File: config.mk
export PLATFORM = sky130hd
export DESIGN_NAME = duck_sprite_fetch
export DESIGN_NICKNAME = d
export VERILOG_FILES = /design/src/rtl/duck_pkg.sv /design/src/rtl/duck_anim_fsm.sv /design/src/rtl/duck_sprite_fetch.sv
export SDC_FILE = /design/constraint.sdc
export NUM_CORES = 1
export LEC_CHECK = 0
export CORE_ASPECT_RATIO = 0.8
export CORE_UTILIZATION = 60
export CTS_CLUSTER_DIAMETER = 30
export DETAILED_ROUTE_END_ITERATION = 10
export PLACE_DENSITY = 0.88
export SKIP_CTS_REPAIR_TIMING = 1
export SYNTH_ARGS = -nofsm -noshare
export SYNTH_HDL_FRONTEND = slang
export SYNTH_HIERARCHICAL = 1
export SYNTH_SLANG_ARGS = --single-unit
export TNS_END_PERCENT = 5
File: constraint.sdc
create_clock -name Clk -period 5.15 [get_ports Clk]
set_input_delay 1.03 -clock Clk [delete_from_list [all_inputs] [get_ports Clk]]
set_output_delay 1.03 -clock Clk [all_outputs]
set_load 0.01 [all_outputs]
File: src/rtl/duck_pkg.sv
// Shared types and sprite geometry for the duck sprite fetch path.
package duck_pkg;

  typedef enum logic [1:0] {
    FLYING  = 2'd0,
    HIT     = 2'd1,
    FALLING = 2'd2,
    GONE    = 2'd3
  } duck_state_t;

  localparam int unsigned DUCK_SPR_W      = 38;
  localparam int unsigned DUCK_SPR_H      = 38;
  localparam int unsigned DUCK_NUM_FRAMES = 6;
  localparam int unsigned FRAME_W         = $clog2(DUCK_NUM_FRAMES);

endpackage

File: src/rtl/duck_anim_fsm.sv
// Duck life-cycle state machine plus vsync-paced animation counters and frame select.
module duck_anim_fsm
  import duck_pkg::*;
#(
  parameter int unsigned ANIM_DIV = 8,
  parameter int unsigned HIT_HOLD = 30
) (
  input  logic               clk,
  input  logic               rst_n,
  input  logic               vsync,
  input  logic               shot,
  input  logic               fall_done,
  input  logic               respawn,
  output logic [1:0]         state,
  output logic [FRAME_W-1:0] frame
);

  localparam int unsigned ANIM_W = (ANIM_DIV > 1) ? $clog2(ANIM_DIV) : 1;
  localparam int unsigned HOLD_W = (HIT_HOLD > 1) ? $clog2(HIT_HOLD) : 1;

  duck_state_t        state_q, state_d;
  logic               vs_q;
  logic               vs_fall;
  logic [ANIM_W-1:0]  anim_cnt;
  logic [HOLD_W-1:0]  hold_cnt;
  logic               anim_wrap;
  logic               hold_last;
  logic               enter_hit;
  logic               dir_down, dir_d;
  logic [FRAME_W-1:0] frame_d;

  // vsync is active-low: its falling edge opens a new frame
  assign vs_fall   = vs_q & ~vsync;
  assign anim_wrap = (anim_cnt == ANIM_W'(ANIM_DIV - 1));
  assign hold_last = (hold_cnt == HOLD_W'(HIT_HOLD - 1));
  assign enter_hit = (state_q == FLYING) && (state_d == HIT);
  assign state     = state_q;

  always_ff @(posedge clk or negedge rst_n) begin
    if (!rst_n) begin
      state_q  <= FLYING;
      vs_q     <= 1'b0;
      anim_cnt <= '0;
      hold_cnt <= '0;
      frame    <= '0;
      dir_down <= 1'b0;
    end else begin
      state_q <= state_d;
      vs_q    <= vsync;
      if (enter_hit)    anim_cnt <= '0;
      else if (vs_fall) anim_cnt <= anim_wrap ? '0 : anim_cnt + ANIM_W'(1);
      if (enter_hit)
        hold_cnt <= '0;
      else if (vs_fall && (state_q == HIT) && !hold_last)
        hold_cnt <= hold_cnt + HOLD_W'(1);
      if (vs_fall) begin
        frame    <= frame_d;
        dir_down <= dir_d;
      end
    end
  end

  // Next state and next frame; frame only commits on vs_fall so a scan frame never tears
  always_comb begin
    state_d = state_q;
    frame_d = frame;
    dir_d   = dir_down;
    if (respawn) begin
      state_d = FLYING;
    end else begin
      unique case (state_q)
        FLYING:  if (shot) state_d = HIT;
        HIT:     if (vs_fall && hold_last) state_d = FALLING;
        FALLING: if (fall_done) state_d = GONE;
        GONE:    state_d = GONE;
        default: state_d = FLYING;
      endcase
    end

    unique case (state_q)
      FLYING: begin
        if (frame > FRAME_W'(2)) begin
          frame_d = '0;
          dir_d   = 1'b0;
        end else if (anim_wrap) begin
          if (frame == FRAME_W'(0)) begin
            frame_d = FRAME_W'(1);
            dir_d   = 1'b0;
          end else if (frame == FRAME_W'(2)) begin
            frame_d = FRAME_W'(1);
            dir_d   = 1'b1;
          end else begin
            frame_d = dir_down ? FRAME_W'(0) : FRAME_W'(2);
          end
        end
      end
      HIT: frame_d = FRAME_W'(3);
      FALLING: begin
        if ((frame != FRAME_W'(4)) && (frame != FRAME_W'(5)))
          frame_d = FRAME_W'(4);
        else if (anim_wrap)
          frame_d = (frame == FRAME_W'(4)) ? FRAME_W'(5) : FRAME_W'(4);
      end
      default: frame_d = frame;
    endcase
  end

endmodule

File: src/rtl/duck_sprite_fetch.sv
// Turns scan position and duck position into a sprite-ROM address and a masked palette index.
module duck_sprite_fetch
  import duck_pkg::*;
#(
  parameter int unsigned SPR_W    = DUCK_SPR_W,
  parameter int unsigned SPR_H    = DUCK_SPR_H,
  parameter int unsigned ANIM_DIV = 8,
  parameter int unsigned HIT_HOLD = 30,
  parameter int unsigned ADDR_W   = 14
) (
  input  logic              Clk,
  input  logic              Reset_n,
  input  logic              vsync,
  input  logic [9:0]        draw_x,
  input  logic [9:0]        draw_y,
  input  logic [9:0]        duck_x,
  input  logic [9:0]        duck_y,
  input  logic              facing_left,
  input  logic              shot,
  input  logic              fall_done,
  input  logic              respawn,
  output logic [ADDR_W-1:0] rom_addr,
  input  logic [3:0]        rom_data,
  output logic [3:0]        pix_index,
  output logic              duck_on,
  output logic [1:0]        duck_state
);

  localparam int unsigned FRAME_SZ = SPR_W * SPR_H;

  logic [1:0]         state;
  logic [FRAME_W-1:0] frame;
  logic [9:0]         dx, dy, col;
  logic               in_box;
  logic               in_box_d1, in_box_d2;
  logic [ADDR_W-1:0]  addr_c;

  duck_anim_fsm #(
    .ANIM_DIV (ANIM_DIV),
    .HIT_HOLD (HIT_HOLD)
  ) u_anim (
    .clk       (Clk),
    .rst_n     (Reset_n),
    .vsync     (vsync),
    .shot      (shot),
    .fall_done (fall_done),
    .respawn   (respawn),
    .state     (state),
    .frame     (frame)
  );

  // Unsigned wrap makes positions left of / above the sprite compare as huge
  assign dx     = draw_x - duck_x;
  assign dy     = draw_y - duck_y;
  assign in_box = (dx < 10'(SPR_W)) && (dy < 10'(SPR_H)) && (state != GONE);
  assign col    = facing_left ? (10'(SPR_W - 1) - dx) : dx;
  assign addr_c = ADDR_W'(frame) * ADDR_W'(FRAME_SZ)
                + ADDR_W'(dy) * ADDR_W'(SPR_W)
                + ADDR_W'(col);

  always_ff @(posedge Clk or negedge Reset_n) begin
    if (!Reset_n) begin
      rom_addr  <= '0;
      in_box_d1 <= 1'b0;
      in_box_d2 <= 1'b0;
    end else begin
      if (in_box) rom_addr <= addr_c;
      in_box_d1 <= in_box;
      in_box_d2 <= in_box_d1;
    end
  end

  // ROM output is already registered, so the final mask is applied combinationally
  assign pix_index  = in_box_d2 ? rom_data : 4'd0;
  assign duck_on    = in_box_d2 && (rom_data != 4'd0);
  assign duck_state = state;

endmodule

==> impl_metrics.toml, run 1 <==
[finish]
drive_above_1_share_pct = 30.1
antennaDiodeCount = 0
final_cell_mix = "buf_4, inv_1, clkdlybuf4s50_1, ha_1, dfrtp_1"
fillers = 245
final_common_cell = "buf_4"
nets = 792
areaGrowthSynthToFinish_pct = 45.5

[routing]
wl_um = 18300
dr.first_iter.drc_count = 593
ant_nets = 0
first_pass_iters = 11
remaining_drc_errors = 5
num_vias = 5043
vias_per_cell = 6.83
wire_per_inst_um = 24.7

[yosys]
synth-edff-count = 0
synth_warnings = 6
syn_avg_cell_area_um2 = 9.04
yosysUniqueCellTypes = 71
synthXorXnorAreaFrac_pct = 9.25
muxShareOfSynthArea_pct = 5.95
synth_seq_cells = 31
syn_nets = 633
synthFlopType = "dfrtp_1"
syn_area_mm2 = 0.00444
async_flop_share_pct = 100
synth_compound_area_share_pct = 16.6
synth_top_family_by_area = "adder cells"
ys_seq_area_share_pct = 17.5
synthSimpleGateAreaFrac_pct = 14.4
syn_inst = 491
synthAdderAreaFrac_pct = 28.7

[global_route]
grt_pass1_wl_um = 20100
grt.overflow.total = 0
grt_use_total_pct = 32.6
grt_pass1_vias = 4595
grt_max_degree = 32
antenna_found_initial = 0

[critical_path]
crit_path_max_fanout = 3
r2r_cells = 14
crit_type = "in2reg"
required_ps = 5340
cp.arrival_ps = 6590
reg2reg_slack_ps = 1410
rr_endpoint = "rom_addr[12]$_DFFE_PN0P_"
crit_path_end_kind = "flop"
r2r_start = "u_anim/frame[0]$_DFFE_PN0P_"
cp-start-kind = "primary input"

[clock_network]
clkLatencyLatePin_ps = 300
cts.clk_slew.worst_paths_ps = 70
cts_root_buf = "clkbuf_8"
cts_inserted_buffers = 5
htreeDepth = 2
cts_buffer_depth = 2
cts_tree = "yes"
clock-sinks = 31

[timing]
max_freq_mhz = 156
final-setup-viol-count = 8
whs_ps = 356
slew_viol_final = 0
min_period_ps = 6410
finalWorstSetupSlack_ps = -1260
period_share_pct = 124
maxSlewHeadroom_pct = 55.7
fin_worst_skew_ps = 5.92
grt_setup_unrepaired = "yes"
hold_viol = 0
tightest_slew_ps = 663

[outcome]
violations = "DRC, setup timing"
status = "finished with violations"

[hold_path]
min_to = "in_box_d2$_DFF_PN0_"
holdPathStages = 0
hp-class = "reg2reg"
hp-start = "in_box_d1$_DFF_PN0_"

[job]
drv_cap = 0

[die]
die_x_um = 98.2
die-height_um = 78.9
die-area_mm2 = 0.00775
core_area_mm2 = 0.00703
start_util_pct = 63.2
top_level_ports = 72
rows = 27

[placement]
place_hpwl_um = 9350
place.gp.congestion = 0.870
portBuffers = 71
dp_slack_ps = -1230
## registers in the layout, summed over array words and instances (netlist names), 2 cells and up
signal	count
rom_addr	14
u_anim/frame	3
u_anim/state	2
u_anim/hold_cnt	5
u_anim/anim_cnt	3
## logic make-up (layout without fill, tap and decap cells)
group | count (synthesis) | after routing
flip-flops | 31 | 31
AO/OA/AOI/OAI | 104 | 104
buffers and inverters | 87 | 247
XOR/XNOR | 46 | 46
AND/OR/NAND/NOR | 111 | 111
multiplexers | 21 | 21
adder cells (fa/ha/maj) | 91 | 91
## layer usage
metal  GRT usage [%]  share of wire [%]  vias to the layer above  wire length [um]
met5               0                  0                        -                 0
met1            35.7                 34                     2289              6180
li1                -                  -                     2034                 -
met2            60.1                 46                      518              8320
met3            6.69                 11                      202              2050
met4            16.7                9.4                        0              1710
## per-stage QoR
step	util, %	setup TNS, ps	cells	area, um2
floorplan	-	-1530	491	4540
global placement	84.1	-6250	723	5910
detailed placement	84.1	-7790	723	5910
CTS	85.8	-5440	731	6030
global route	91.9	-6060	738	6460
finish	91.9	-6070	738	6460
## how the worst max path moves through the flow
stage | startpoint | end | slack, ps
global route | duck_y[0] | rom_addr[13]$_DFFE_PN0P_ | -1240
detailed placement | duck_y[0] | rom_addr[12]$_DFFE_PN0P_ | -1230
finish | duck_y[0] | rom_addr[13]$_DFFE_PN0P_ | -1260
global placement | duck_y[1] | rom_addr[13]$_DFFE_PN0P_ | -980
CTS | duck_y[0] | rom_addr[13]$_DFFE_PN0P_ | -990
floorplan | draw_y[0] | rom_addr[13]$_DFFE_PN0P_ | -440
## area by class of cell
cell class | instances | area (um2) | area share [%]
multi-input cells | 373 | 3780 | 58.5
clock buffers | 6 | 82.6 | 1.28
clock inverters | 2 | 35.0 | 0.542
flip-flops and latches | 31 | 776 | 12.0
repair buffers | 155 | 1360 | 21.0
well taps | 87 | 109 | 1.69
inverters | 84 | 323 | 5.00
## critical path: stages
cell and delay, ps:
clkbuf_2 130, ha_4 150, inv_2 40, fa_2 390, a211oi_2 290, o21ai_1 120, a21oi_2 200, xnor2_2 170
ha_4 350, inv_2 50, fa_1 560, inv_2 60, ha_4 290, inv_4 50, buf_4 130, o21bai_1 190
a21oi_2 140, xnor2_1 480, ha_1 390, ha_4 270, and3_1 200, a221oi_2 330, o21ai_1 160, xnor2_1 150
mux2_4 260
## synth_stat cells, types with 4 or more instances
library cell / n / area, um2
inv_1: 83 / 312
ha_1: 73 / 913
dfrtp_1: 31 / 776
xnor2_1: 28 / 245
a21oi_1: 26 / 130
nand2_1: 21 / 78.8
o21ai_0: 21 / 105
nor2_1: 20 / 75.1
fa_1: 18 / 360
xor2_1: 17 / 149
nor3_1: 15 / 75.1
a21o_1: 9 / 67.6
mux2_4: 9 / 135
mux2_2: 7 / 78.8
a31oi_1: 6 / 37.5
and2_1: 6 / 37.5
nor2b_1: 6 / 37.5
mux2i_1: 5 / 50.1
o21a_1: 5 / 37.5
or3_1: 5 / 31.3
a211oi_1: 4 / 30.0
and3_1: 4 / 25.0
nand2b_1: 4 / 25.0
nor4_1: 4 / 25.0
Power of run 1 is not shown: default switching activity piles up to over one toggle a cycle in this logic, so the estimate is an artifact.
==> run 2: changes to the inputs <==
--- a/config.mk
+++ b/config.mk
@@ -5,11 +5,13 @@
 export SDC_FILE = /design/constraint.sdc
 export NUM_CORES = 1
 export LEC_CHECK = 0
+export CELL_PAD_IN_SITES_DETAIL_PLACEMENT = 1
+export CELL_PAD_IN_SITES_GLOBAL_PLACEMENT = 1
 export CORE_ASPECT_RATIO = 0.8
-export CORE_UTILIZATION = 60
+export CORE_UTILIZATION = 45
 export CTS_CLUSTER_DIAMETER = 30
 export DETAILED_ROUTE_END_ITERATION = 10
-export PLACE_DENSITY = 0.88
+export PLACE_DENSITY_LB_ADDON = 0.1
 export SKIP_CTS_REPAIR_TIMING = 1
 export SYNTH_ARGS = -nofsm -noshare
 export SYNTH_HDL_FRONTEND = slang
==> run 2 against run 1 <==
  * The run ends with setup timing left
  * Routed wire length down 0.67%
  * Via count shrank 8.4%
  * Design area increased by 2.7%
==> impl_metrics.toml, run 2 (synthesis gave the netlist of run 1 again) <==
[placement]
place.gp.congestion = 0.799
place_hpwl_um = 10300
portBuffers = 71
placed_area_mm2 = 0.00596

[timing]
finalWorstSetupSlack_ps = -876
min_period_ps = 6030
final-setup-viol-count = 6
whs_ps = 358
maxSlewHeadroom_pct = 53.5
tightest_slew_ps = 697
hold_viol = 0
max_freq_mhz = 166
period_share_pct = 117
fin_worst_skew_ps = 9.36
grt_setup_unrepaired = "yes"
slew_viol_final = 0

[die]
rows = 32
top_level_ports = 72
die-area_mm2 = 0.0103
core_area_mm2 = 0.00961
start_util_pct = 46.2
die_x_um = 113
die-height_um = 90.8

[clock_network]
clkLatencyLatePin_ps = 290
cts_buffer_depth = 2
cts_inserted_buffers = 5
clock-sinks = 31
cts.clk_slew.worst_paths_ps = 60
cts_tree = "yes"
htreeDepth = 2
cts_root_buf = "clkbuf_16"

[critical_path]
crit_type = "in2reg"
cp_slowest_stage_delay_ps = 580
crit_path_end_kind = "flop"
crit_path_max_fanout = 3
crit_slowest_cell = "fa_1"
path_cells = "clkdlybuf4s50_1, inv_1, ha_1, nor3_1, buf_4, a31oi_4, xnor2_2, buf_4, fa_1, inv_2, ha_4, inv_4, buf_4, o21bai_1, a21oi_2, xnor2_1, ha_1, ha_4, and3_1, a221oi_2, o21ai_1, xnor2_1, mux2_4"
cp.depth = 23
cp.arrival_ps = 6190
critPathMostFrequentCell = "buf_4"
r2r_cells = 12
crit_buf_inv = 7
path_delay_family = "adder cells"
required_ps = 5310
cp-start-kind = "primary input"

[outcome]
violations = "setup timing"
status = "finished with violations"

[routing]
dr.first_iter.drc_count = 216
wire_per_inst_um = 23.5
ant_nets = 0
num_vias = 4618
wl_um = 18100
first_pass_iters = 4
vias_per_cell = 5.97
remaining_drc_errors = 0

[global_route]
grt.overflow.total = 0
grt_use_total_pct = 27.6
grt_pass1_wl_um = 22600
antenna_found_initial = 0
grt_max_degree = 32
grt_pass1_vias = 4703

[finish]
final_common_cell = "buf_4"
regMostFlops = "rom_addr"
final_area_mm2 = 0.00663
largest_reg_flops = 14
largest_registers = "rom_addr: 14 flops, u_anim/hold_cnt: 5 flops"
drive_above_1_share_pct = 31.8
areaGrowthSynthToFinish_pct = 49.5
fillers = 1065
final_cell_mix = "buf_4, inv_1, clkdlybuf4s50_1, ha_1, dfrtp_1"
nets = 795
antennaDiodeCount = 0

[hold_path]
holdPathStages = 0
hp-class = "reg2reg"

[job]
drv_cap = 0
-- run 2: final cells by class --
cell class | count | area [um2] | area share [%]
repair buffers | 158 | 1360 | 20.5
clock buffers | 6 | 139 | 2.09
flip-flops and latches | 31 | 776 | 11.7
well taps | 119 | 149 | 2.24
inverters | 84 | 320 | 4.83
multi-input cells | 373 | 3860 | 58.1
clock inverters | 2 | 35.0 | 0.528
-- run 2: final timing paths --
kind / start / end / slack (ps)
setup / recovery: duck_y[6] / rom_addr[13]$_DFFE_PN0P_ / -880
hold reg to reg: in_box_d1$_DFF_PN0_ / in_box_d2$_DFF_PN0_ / 360
hold / removal: in_box_d1$_DFF_PN0_ / in_box_d2$_DFF_PN0_ / 360
setup reg to reg: u_anim/frame[0]$_DFFE_PN0P_ / rom_addr[13]$_DFFE_PN0P_ / 1320
max in group asynchronous: Reset_n / rom_addr[7]$_DFFE_PN0P_ / 3670
min in group asynchronous: Reset_n / u_anim/hold_cnt[3]$_DFFE_PN0P_ / 1150
-- run 2: routing by layer --
| metal | share of wire, % | GRT usage [%] |
|---|---|---|
| met5 | 0 | 0 |
| met1 | 40 | 32.8 |
| met4 | 4.6 | 5.59 |
| met3 | 3.4 | 4.36 |
| met2 | 52 | 52.0 |
-- run 2: metrics by stage --
stage	utilization, %	TNS [ps]	cells	worst slack, ps
finish	69.0	-3470	773	-876
global route	69.0	-4180	773	-966
CTS	63.8	-6220	764	-1070
detailed placement	62.0	-7820	756	-1260
global placement	62.0	-6510	756	-1080
floorplan	-	-1530	491	-442
Power of run 2 is left out for the same reason.
